File: src/rtl/keypad_if.sv
// Keypad scanner signal bundle: matrix drive/sense, digit-entry results and FSM debug view.
// Handshake: key_valid is a single-cycle strobe with no ready; key_code and num are stable from that cycle on.
interface keypad_if;
    logic [3:0]  row;
    logic [3:0]  col;
    logic        clear;
    logic [3:0]  key_code;
    logic        key_valid;
    logic        pressed;
    logic [31:0] num;
    logic [1:0]  fsm_state;

    modport master (
        output row, key_code, key_valid, pressed, num, fsm_state,
        input  col, clear
    );

    modport slave (
        input  row, key_code, key_valid, pressed, num, fsm_state,
        output col, clear
    );
endinterface

File: src/rtl/keypad_scan.sv
// 4x4 hex keypad scanner: row scan, per-scan snapshot, scan-count debounce,
// and shift of accepted digits into a 32-bit display number.
module keypad_scan #(
    parameter int SCAN_DIV = 25000,
    parameter int DEBOUNCE = 4
) (
    input  logic      clk,
    input  logic      rst,
    keypad_if.master  bus
);
    localparam int SW = $clog2(SCAN_DIV);
    localparam int CW = $clog2(DEBOUNCE + 1);

    typedef enum logic [1:0] {IDLE, PCHK, HELD, RCHK} state_t;

    logic [SW-1:0] slot;
    logic [1:0]    row_idx;
    logic [3:0]    row_q;
    logic [3:0]    sync1;
    logic [3:0]    sync2;
    logic          tc;
    logic          scan_done;

    assign tc        = (slot == SW'(SCAN_DIV - 1));
    assign scan_done = tc && (row_idx == 2'd3);

    always_ff @(posedge clk or posedge rst) begin
        if (rst) begin
            slot    <= '0;
            row_idx <= 2'd0;
            row_q   <= 4'b1110;
            sync1   <= 4'b1111;
            sync2   <= 4'b1111;
        end else begin
            sync1 <= bus.col;
            sync2 <= sync1;
            if (tc) begin
                slot    <= '0;
                row_idx <= row_idx + 2'd1;
                row_q   <= ~(4'b0001 << (row_idx + 2'd1));
            end else begin
                slot <= slot + SW'(1);
            end
        end
    end

    // Hit counting saturates at 2: only none / one / many matters.
    logic [2:0] slot_hits;
    logic [1:0] slot_col;
    logic [2:0] hit_sum;
    logic [1:0] seen_hits;
    logic [3:0] seen_code;
    logic [1:0] acc_hits;
    logic [3:0] acc_code;

    always_comb begin
        slot_hits = 3'd0;
        slot_col  = 2'd0;
        for (int i = 0; i < 4; i++) begin
            if (!sync2[i]) begin
                slot_hits = slot_hits + 3'd1;
                slot_col  = 2'(i);
            end
        end
        hit_sum   = {1'b0, acc_hits} + slot_hits;
        seen_hits = (hit_sum >= 3'd2) ? 2'd2 : hit_sum[1:0];
        seen_code = (acc_hits == 2'd1) ? acc_code : {row_idx, slot_col};
    end

    always_ff @(posedge clk or posedge rst) begin
        if (rst) begin
            acc_hits <= 2'd0;
            acc_code <= 4'd0;
        end else if (tc) begin
            acc_hits <= (row_idx == 2'd3) ? 2'd0 : seen_hits;
            acc_code <= seen_code;
        end
    end

    logic res_none;
    logic res_single;
    assign res_none   = (seen_hits == 2'd0);
    assign res_single = (seen_hits == 2'd1);

    state_t        state, state_next;
    logic [CW-1:0] cnt, cnt_next, cnt_inc;
    logic [3:0]    cand, cand_next;
    logic          strobe;

    assign cnt_inc = cnt + CW'(1);

    always_ff @(posedge clk or posedge rst) begin
        if (rst) begin
            state <= IDLE;
            cnt   <= '0;
            cand  <= 4'd0;
        end else begin
            state <= state_next;
            cnt   <= cnt_next;
            cand  <= cand_next;
        end
    end

    always_comb begin
        state_next = state;
        cnt_next   = cnt;
        cand_next  = cand;
        strobe     = 1'b0;
        if (scan_done) begin
            case (state)
                IDLE: begin
                    if (res_single) begin
                        cand_next  = seen_code;
                        cnt_next   = CW'(1);
                        state_next = PCHK;
                    end
                end
                PCHK: begin
                    if (res_single && seen_code == cand) begin
                        cnt_next = cnt_inc;
                        if (cnt_inc == CW'(DEBOUNCE)) begin
                            strobe     = 1'b1;
                            state_next = HELD;
                        end
                    end else begin
                        state_next = IDLE;
                    end
                end
                HELD: begin
                    if (res_none) begin
                        cnt_next   = CW'(1);
                        state_next = RCHK;
                    end
                end
                RCHK: begin
                    if (res_none) begin
                        cnt_next = cnt_inc;
                        if (cnt_inc == CW'(DEBOUNCE)) state_next = IDLE;
                    end else begin
                        state_next = HELD;
                    end
                end
                default: state_next = IDLE;
            endcase
        end
    end

    logic [3:0]  key_code_q;
    logic        key_valid_q;
    logic        pressed_q;
    logic [31:0] num_q;

    // Clear wins over a same-cycle shift; the strobe itself still goes out.
    always_ff @(posedge clk or posedge rst) begin
        if (rst) begin
            key_code_q  <= 4'd0;
            key_valid_q <= 1'b0;
            pressed_q   <= 1'b0;
            num_q       <= 32'd0;
        end else begin
            key_valid_q <= strobe;
            pressed_q   <= (state_next == HELD) || (state_next == RCHK);
            if (strobe) key_code_q <= cand;
            if (bus.clear)   num_q <= 32'd0;
            else if (strobe) num_q <= {num_q[27:0], cand};
        end
    end

    assign bus.row       = row_q;
    assign bus.key_code  = key_code_q;
    assign bus.key_valid = key_valid_q;
    assign bus.pressed   = pressed_q;
    assign bus.num       = num_q;
    assign bus.fsm_state = state;
endmodule

File: src/flat_wrapper.sv
// flat-port wrapper written by rule: the top's interface ports become plain ports
module keypad_scan_flat 
#(
    parameter int SCAN_DIV = 25000,
    parameter int DEBOUNCE = 4
)
  (clk, rst, bus_row, bus_key_code, bus_key_valid, bus_pressed, bus_num, bus_fsm_state, bus_col, bus_clear);
  keypad_if bus_i ();
  input  logic clk;
  input  logic rst;
  output wire logic [$bits(bus_i.row)-1:0] bus_row;
  output wire logic [$bits(bus_i.key_code)-1:0] bus_key_code;
  output wire logic [$bits(bus_i.key_valid)-1:0] bus_key_valid;
  output wire logic [$bits(bus_i.pressed)-1:0] bus_pressed;
  output wire logic [$bits(bus_i.num)-1:0] bus_num;
  output wire logic [$bits(bus_i.fsm_state)-1:0] bus_fsm_state;
  input wire logic [$bits(bus_i.col)-1:0] bus_col;
  input wire logic [$bits(bus_i.clear)-1:0] bus_clear;
  assign bus_row = bus_i.row;
  assign bus_key_code = bus_i.key_code;
  assign bus_key_valid = bus_i.key_valid;
  assign bus_pressed = bus_i.pressed;
  assign bus_num = bus_i.num;
  assign bus_fsm_state = bus_i.fsm_state;
  assign bus_i.col = bus_col;
  assign bus_i.clear = bus_clear;
  keypad_scan #(.SCAN_DIV(SCAN_DIV), .DEBOUNCE(DEBOUNCE)) u_core (.clk(clk), .rst(rst), .bus(bus_i));
endmodule
File: config.mk
export PLATFORM = sky130hd
export DESIGN_NAME = keypad_scan_flat
export DESIGN_NICKNAME = d
export VERILOG_FILES = /design/src/rtl/keypad_if.sv /design/src/rtl/keypad_scan.sv /design/src/flat_wrapper.sv
export SDC_FILE = /design/constraint.sdc
export NUM_CORES = 1
export LEC_CHECK = 0
export CAP_MARGIN = 15
export CORE_ASPECT_RATIO = 0.5
export CORE_UTILIZATION = 49
export CTS_BUF_LIST = sky130_fd_sc_hd__clkbuf_2
export CTS_CLUSTER_SIZE = 10
export DETAILED_ROUTE_END_ITERATION = 12
export DONT_BUFFER_PORTS = 1
export PLACE_DENSITY_LB_ADDON = 0.1
export SYNTH_ARGS = -nofsm -noshare
export SYNTH_HDL_FRONTEND = slang
export SYNTH_SLANG_ARGS = --single-unit
export TNS_END_PERCENT = 50
File: constraint.sdc
create_clock -name clk -period 9.2 [get_ports clk]
set_input_delay 0.92 -clock clk [delete_from_list [all_inputs] [get_ports clk]]
set_output_delay 0.92 -clock clk [all_outputs]
set_load 0.01 [all_outputs]
==> results.py, run 1 <==
metrics = {
    "run_status": {
        "status": "finished, final reports clean",
    },
    "clocking": {
        "tritoncts": "built",
        "htreeDepth": 3,
        "clk_latency_ps": 560,
        "numCtsBuffers": 9,
        "hold_buffers": 0,
        "post_cts_buffers": 0,
        "cts.clk_slew.worst_paths_ps": 210,
        "cts.repair.resized": 0,
        "cts.sinks": 82,
        "cts_root_buffer": "clkbuf_2",
        "cts.path.max_buffers": 2,
    },
    "global_routing": {
        "grt_remaining_overflow": 0,
        "grt_pass1_wl_um": 11300,
        "grt_usage_pct": 18.5,
        "grt_pass1_vias": 2323,
        "grt_max_degree": 83,
        "grt_antenna_before_repair": 0,
    },
    "synthesis": {
        "synth-seq-area-share_pct": 54.8,
        "synth_edf_count": 0,
        "ys_seq_elements": 82,
        "ys.flop_type": "dfrtp_1",
        "yosysWarnings": 0,
        "syn_nets": 332,
        "netlist_area_um2": 3770,
        "syn_inst": 313,
        "avgSynthCellArea_um2": 12.0,
        "async_flop_share_pct": 100,
        "synth_cell_types": 45,
    },
    "final_layout": {
        "seq_area_um2": 2070,
        "nets": 332,
        "area_growth_pct": 3.99,
        "diodes": 0,
        "stdcell_area_um2": 3920,
        "multi_input_area_um2": 1570,
        "n_fill_cell": 629,
        "drive_above_1_share_pct": 12.3,
    },
    "setup_path": {
        "ff2ff_path_depth": 10,
        "critical_path.startpoint": "u_core.sync2[0]$_DFF_PP1_",
        "r2r_end": "u_core.bus.key_code[1]$_DFFE_PP0P_",
        "cpPeakStageDelay_ps": 1180,
        "r2r_setup_slack_ps": 4660,
        "crit_type": "register to register",
        "start_kind": "register",
        "crit_chain": "inv_1, ha_1, xnor2_1, ha_1, mux2_2, fa_1, xnor3_1, or2_2, or4_2, mux2_1",
        "reg2reg_from": "u_core.sync2[0]$_DFF_PP1_",
        "crit_top_cell": "ha_1",
        "end_kind": "register",
        "crit_required_ps": 9670,
        "crit_arrival_ps": 5010,
        "worstPathMaxFanout": 36,
        "cp_slowest_cell": "or4_2",
    },
    "floorplanning": {
        "std_cell_rows": 22,
        "start_util_pct": 51.1,
        "fp.dieW_um": 126,
        "die_y_um": 64,
        "io_pins": 51,
        "core_area_um2": 7380,
        "die-area_um2": 8060,
    },
    "timing": {
        "timing.hold.ws_ps": 350,
        "drv_slew": 0,
        "fin_setup_tns_ps": 0,
        "hold_viol": 0,
        "rsz0062_at_grt": "no",
        "max_freq_mhz": 220,
        "fin_worst_skew_ps": 36.4,
        "tightest_slew_ps": 1030,
        "post-route-period-util_pct": 49.4,
        "max_slew_margin_pct": 31.3,
        "finalSetupViolCount": 0,
        "timing.final.crit_period_ps": 4540,
    },
    "min_path": {
        "worstHoldEndpoint": "u_core.sync1[2]$_DFF_PP1_",
        "hold_depth": 0,
        "hold_start": "bus_col[2]",
        "hold_path_class": "input pin to register",
    },
    "route": {
        "ant_nets": 0,
        "drtIter0Drc": 102,
        "wl_per_cell_um": 16.0,
        "viasPerCell": 5.34,
        "drt_wl_total_um": 6600,
        "num_vias": 2204,
        "drt-pass1-iter-count": 4,
        "drcViolationCount": 0,
    },
    "power": {
        "ir_drop_mv": 0.0855,
        "powerDensity_nw_per_um2": 146,
        "p_leak_nw": 1.99,
    },
    "job": {
        "maxCapViolCount": 0,
    },
    "place": {
        "place_congestion": 0.745,
        "dp.final_hpwl_um": 4430,
        "port-buffer-count": 0,
        "placed_area_um2": 3810,
    },
}
power breakdown:
part / switching (mW) / total, mW / internal [mW]
clock: 0.122 / 0.182 / 0.0599
sequential: 0.00129 / 0.366 / 0.364
combinational: 0.0154 / 0.0252 / 0.00974
how the worst max path moves through the flow:
stage / to / slack, ps
6_report: u_core.bus.key_code[1]$_DFFE_PP0P_ / 4660
5_1_grt: u_core.bus.key_code[3]$_DFFE_PP0P_ / 4410
4_1_cts: u_core.bus.key_code[0]$_DFFE_PP0P_ / 4630
3_3_place_gp: u_core.bus.key_code[0]$_DFFE_PP0P_ / 4670
2_1_floorplan: u_core.bus.key_code[0]$_DFFE_PP0P_ / 5440
3_5_place_dp: u_core.bus.key_code[1]$_DFFE_PP0P_ / 4610
worst max-delay path, delay by kind of cell (launching register included):
family,cells,cell delay [ps]
fa+ha+maj,3,1000
xor+xnor,2,620
mux,2,770
buf+inv,1,40
simple gates,2,1480
flops,1,570
cell usage after synthesis, drive strengths merged (8+ instances only):
cell    number  share of area, %
nand2       22               2.2
mux2        11               3.4
xor2        11               2.6
mux2i       35               9.3
dfstp       11               7.7
nand2b      40               6.8
xnor2        8               1.9
inv         12               1.2
nand3        8               1.1
nor2        10               1.0
dfrtp       71                47
o21ai        9               1.2
ha          11               3.7
final cells by class:
class / instances / share of cell area, %
multi-input cells: 207 / 40.2
clock buffers: 9 / 1.15
clock inverters: 6 / 1.50
repair buffers: 1 / 0.192
well taps: 96 / 3.07
flip-flops and latches: 82 / 52.7
inverters: 12 / 1.18
metal layers:
layer  routed length (µm)  vias up  track usage, %
li1                     -     1065               -
met1                 3180     1081            23.6
met2                 2860       49            27.6
met3                  478        9            8.12
met4                   85        0            7.68
met5                    0        -               0
placed cells by master, fill, tap and decap left out, drive strengths merged, types with 3 or more instances in the layout:
master | Yosys | layout
nand2b | 40 | 40
o21ai | 9 | 9
inv | 12 | 11
mux2i | 35 | 35
nand2 | 22 | 22
xnor2 | 8 | 8
nor2 | 10 | 10
or3 | 3 | 3
mux2 | 11 | 11
and3 | 3 | 3
nor2b | 3 | 3
nand3 | 8 | 8
clkinv | 0 | 6
ha | 11 | 11
clkbuf | 6 | 9
xor2 | 11 | 11
a21oi | 3 | 3
or4 | 3 | 3
dfstp | 11 | 11
dfrtp | 71 | 71
logic make-up after synthesis:
kind of cell | Yosys count | share of synthesized area [%]
fa+ha+maj | 12 | 4.18
buf+inv | 24 | 3.42
flops | 82 | 54.8
compound gates | 22 | 3.79
xor+xnor | 20 | 5.01
simple gates | 107 | 16.1
mux | 46 | 12.7
sequential cells by signal, indices dropped and copies added (netlist names):
name and cells:
u_core.acc_code 4, u_core.acc_hits 2, u_core.bus.fsm_state 2, u_core.bus.key_code 4, u_core.bus.key_valid 1, u_core.bus.num 32
u_core.bus.pressed 1, u_core.bus.row 4, u_core.cand 4, u_core.cnt 3, u_core.row_idx 2, u_core.slot 15
u_core.sync1 4, u_core.sync2 4
per-stage QoR:
stage | setup slack, ps | power, mW | util, % | instances
3_5_place_dp | 4610 | 0.397 | 51.7 | 398
5_1_grt | 4410 | 0.599 | 53.1 | 413
2_1_floorplan | 5440 | 0.393 | - | 313
3_3_place_gp | 4670 | 0.396 | 51.7 | 398
4_1_cts | 4630 | 0.581 | 53.1 | 413
6_report | 4660 | 0.572 | 53.1 | 413
Note: power is estimated with default switching activity, not from simulation.
==> inputs of run 2 (changes only) <==
==> constraint.sdc (replaced) <==
create_clock -name clk -period 4.4 [get_ports clk]
set_input_delay 0.44 -clock clk [delete_from_list [all_inputs] [get_ports clk]]
set_output_delay 0.44 -clock clk [all_outputs]
set_load 0.01 [all_outputs]
==> run 2 against run 1 <==
Against the previous run: final area up 2.0%; global-route usage down 0.40 points; fmax up 9.8%; critical path depth up 1; cell count up 2.2%; clock skew down 11 ps; sequential share of layout area down 1.0 points; clock-buffer cell count up 1; via count up 2.1%; non-clock buffer count up 8; power up 100%; wire length up 0.94%.
==> results.py, run 2 (synthesis results as in run 1) <==
metrics = {
    "setup_path": {
        "crit_top_cell": "ha_1",
        "crit_chain": "inv_1, ha_1, xnor2_2, ha_1, mux2_2, fa_1, xnor3_1, or2_2, or4_2, buf_6, mux2i_1",
        "start_kind": "register",
        "crit_type": "register to register",
        "crit_buf_inv": 2,
        "worstPathMaxFanout": 32,
        "crit_required_ps": 4840,
        "cpPeakStageDelay_ps": 770,
        "crit_arrival_ps": 4570,
        "cp_slowest_cell": "or4_2",
        "end_kind": "register",
        "path_delay_family": "simple AND/OR/NAND/NOR gates",
    },
    "timing": {
        "fin_setup_tns_ps": 0,
        "timing.final.crit_period_ps": 4140,
        "tightest_slew_ps": 880,
        "max_slew_margin_pct": 41.2,
        "post-route-period-util_pct": 94.0,
        "max_freq_mhz": 242,
        "drv_slew": 0,
        "rsz0062_at_grt": "no",
        "fin_worst_skew_ps": 25.1,
        "hold_viol": 0,
        "finalSetupViolCount": 0,
    },
    "route": {
        "num_vias": 2250,
        "drt-pass1-iter-count": 5,
        "viasPerCell": 5.33,
        "ant_nets": 0,
        "wl_per_cell_um": 15.8,
        "drcViolationCount": 0,
        "drt_wl_total_um": 6660,
        "drtIter0Drc": 113,
    },
    "global_routing": {
        "grt_remaining_overflow": 0,
        "grt_usage_pct": 18.1,
        "grt_pass1_vias": 2320,
        "grt_max_degree": 53,
        "grt_pass1_wl_um": 11000,
        "grt_antenna_before_repair": 0,
    },
    "power": {
        "seqPwrFrac_pct": 65.8,
        "p_leak_nw": 2.02,
        "combPwrFrac_pct": 5.1,
        "p_sw_mw": 0.298,
        "p_sw_share_pct": 25.7,
        "total_power_mw": 1.16,
        "powerDensity_nw_per_um2": 291,
        "ir_drop_mv": 0.190,
        "internal_power_mw": 0.865,
        "clockPowerShare_pct": 29.1,
    },
    "clocking": {
        "htreeDepth": 3,
        "tritoncts": "built",
        "post_cts_buffers": 0,
        "cts.path.max_buffers": 2,
        "cts.clk_slew.worst_paths_ps": 230,
        "cts_root_buffer": "clkbuf_2",
        "clk_latency_ps": 540,
        "numCtsBuffers": 9,
        "cts.sinks": 82,
    },
    "final_layout": {
        "largest_register_ff_count": 32,
        "area_growth_pct": 6.04,
        "layout_commonest_cell": "dfrtp_1",
        "mostFrequentLayoutCells": "dfrtp_1 (71), nand2b_1 (39), mux2i_1 (35)",
        "drive_above_1_share_pct": 12.9,
        "nets": 340,
        "diodes": 0,
    },
    "floorplanning": {
        "fp.dieW_um": 126,
        "std_cell_rows": 22,
        "die_y_um": 64,
        "io_pins": 51,
        "core_area_um2": 7380,
        "start_util_pct": 51.1,
        "die-area_um2": 8060,
    },
    "place": {
        "dp.final_hpwl_um": 4590,
        "port-buffer-count": 0,
        "place_congestion": 0.712,
    },
    "run_status": {
        "status": "finished, final reports clean",
    },
    "min_path": {
        "hold_path_class": "input pin to register",
    },
    "job": {
        "maxCapViolCount": 0,
    },
}
-- run 2: final timing paths --
kind                                      startpoint                        endpoint  slack (ps)  cells past startpoint
setup / recovery           u_core.sync2[1]$_DFF_PP1_   u_core.bus.num[9]$_DFFE_PP0P_         260                     11
hold / removal                             bus_clear  u_core.bus.num[30]$_DFFE_PP0P_          50                      2
setup reg to reg           u_core.sync2[1]$_DFF_PP1_   u_core.bus.num[9]$_DFFE_PP0P_         260                     11
hold reg to reg            u_core.sync1[2]$_DFF_PP1_       u_core.sync2[2]$_DFF_PP1_         370                      0
max in group asynchronous                        rst   u_core.bus.num[5]$_DFFE_PP0P_        3010                      3
min in group asynchronous                        rst  u_core.bus.key_valid$_DFF_PP0_         470                      2
-- run 2: area by class of cell --
type	instances	area, µm²
clock inverters	6	42.5
flip-flops and latches	82	2070
well taps	96	120
inverters	12	46.3
clock buffers	10	50.0
repair buffers	9	88.8
multi-input cells	207	1580
fillers	642	3380
-- run 2: through the flow --
step	hold WS, ps	util, %	area [µm²]	std cells	setup WS, ps
floorplan	345	-	3770	313	641
global placement	347	51.8	3820	399	264
detailed placement	347	51.8	3820	399	131
CTS	2.28	53.9	3970	421	86.9
global route	3.43	54.2	4000	422	94.6
finish	49.6	54.2	4000	422	263
-- run 2: repair_timing --
action	4_1_cts	5_1_grt
setup endpoints to repair	0	32
gates resized for setup	0	2
endpoints found under the hold margin	45	2
hold buffers	6	1
-- run 2: routing by layer --
metal / GRT usage (%) / share of wire [%] / routed length [µm] / up-vias
li1: - / - / - / 1087
met4: 6.93 / 1.6 / 108 / 0
met1: 22.8 / 48 / 3210 / 1094
met2: 28.2 / 45 / 2980 / 57
met5: 0 / 0 / 0 / -
met3: 7.12 / 5.6 / 370 / 12
-- run 2: power groups by stage --
| stage | clock network, mW | registers, mW | logic (mW) |
|---|---|---|---|
| 6_report | 0.339 | 0.765 | 0.0593 |
| 5_1_grt | 0.386 | 0.766 | 0.0669 |
| 4_1_cts | 0.356 | 0.765 | 0.0583 |
| 3_5_place_dp | 0 | 0.777 | 0.0535 |
| 3_3_place_gp | 0 | 0.777 | 0.0516 |
| 2_1_floorplan | 0 | 0.776 | 0.0447 |
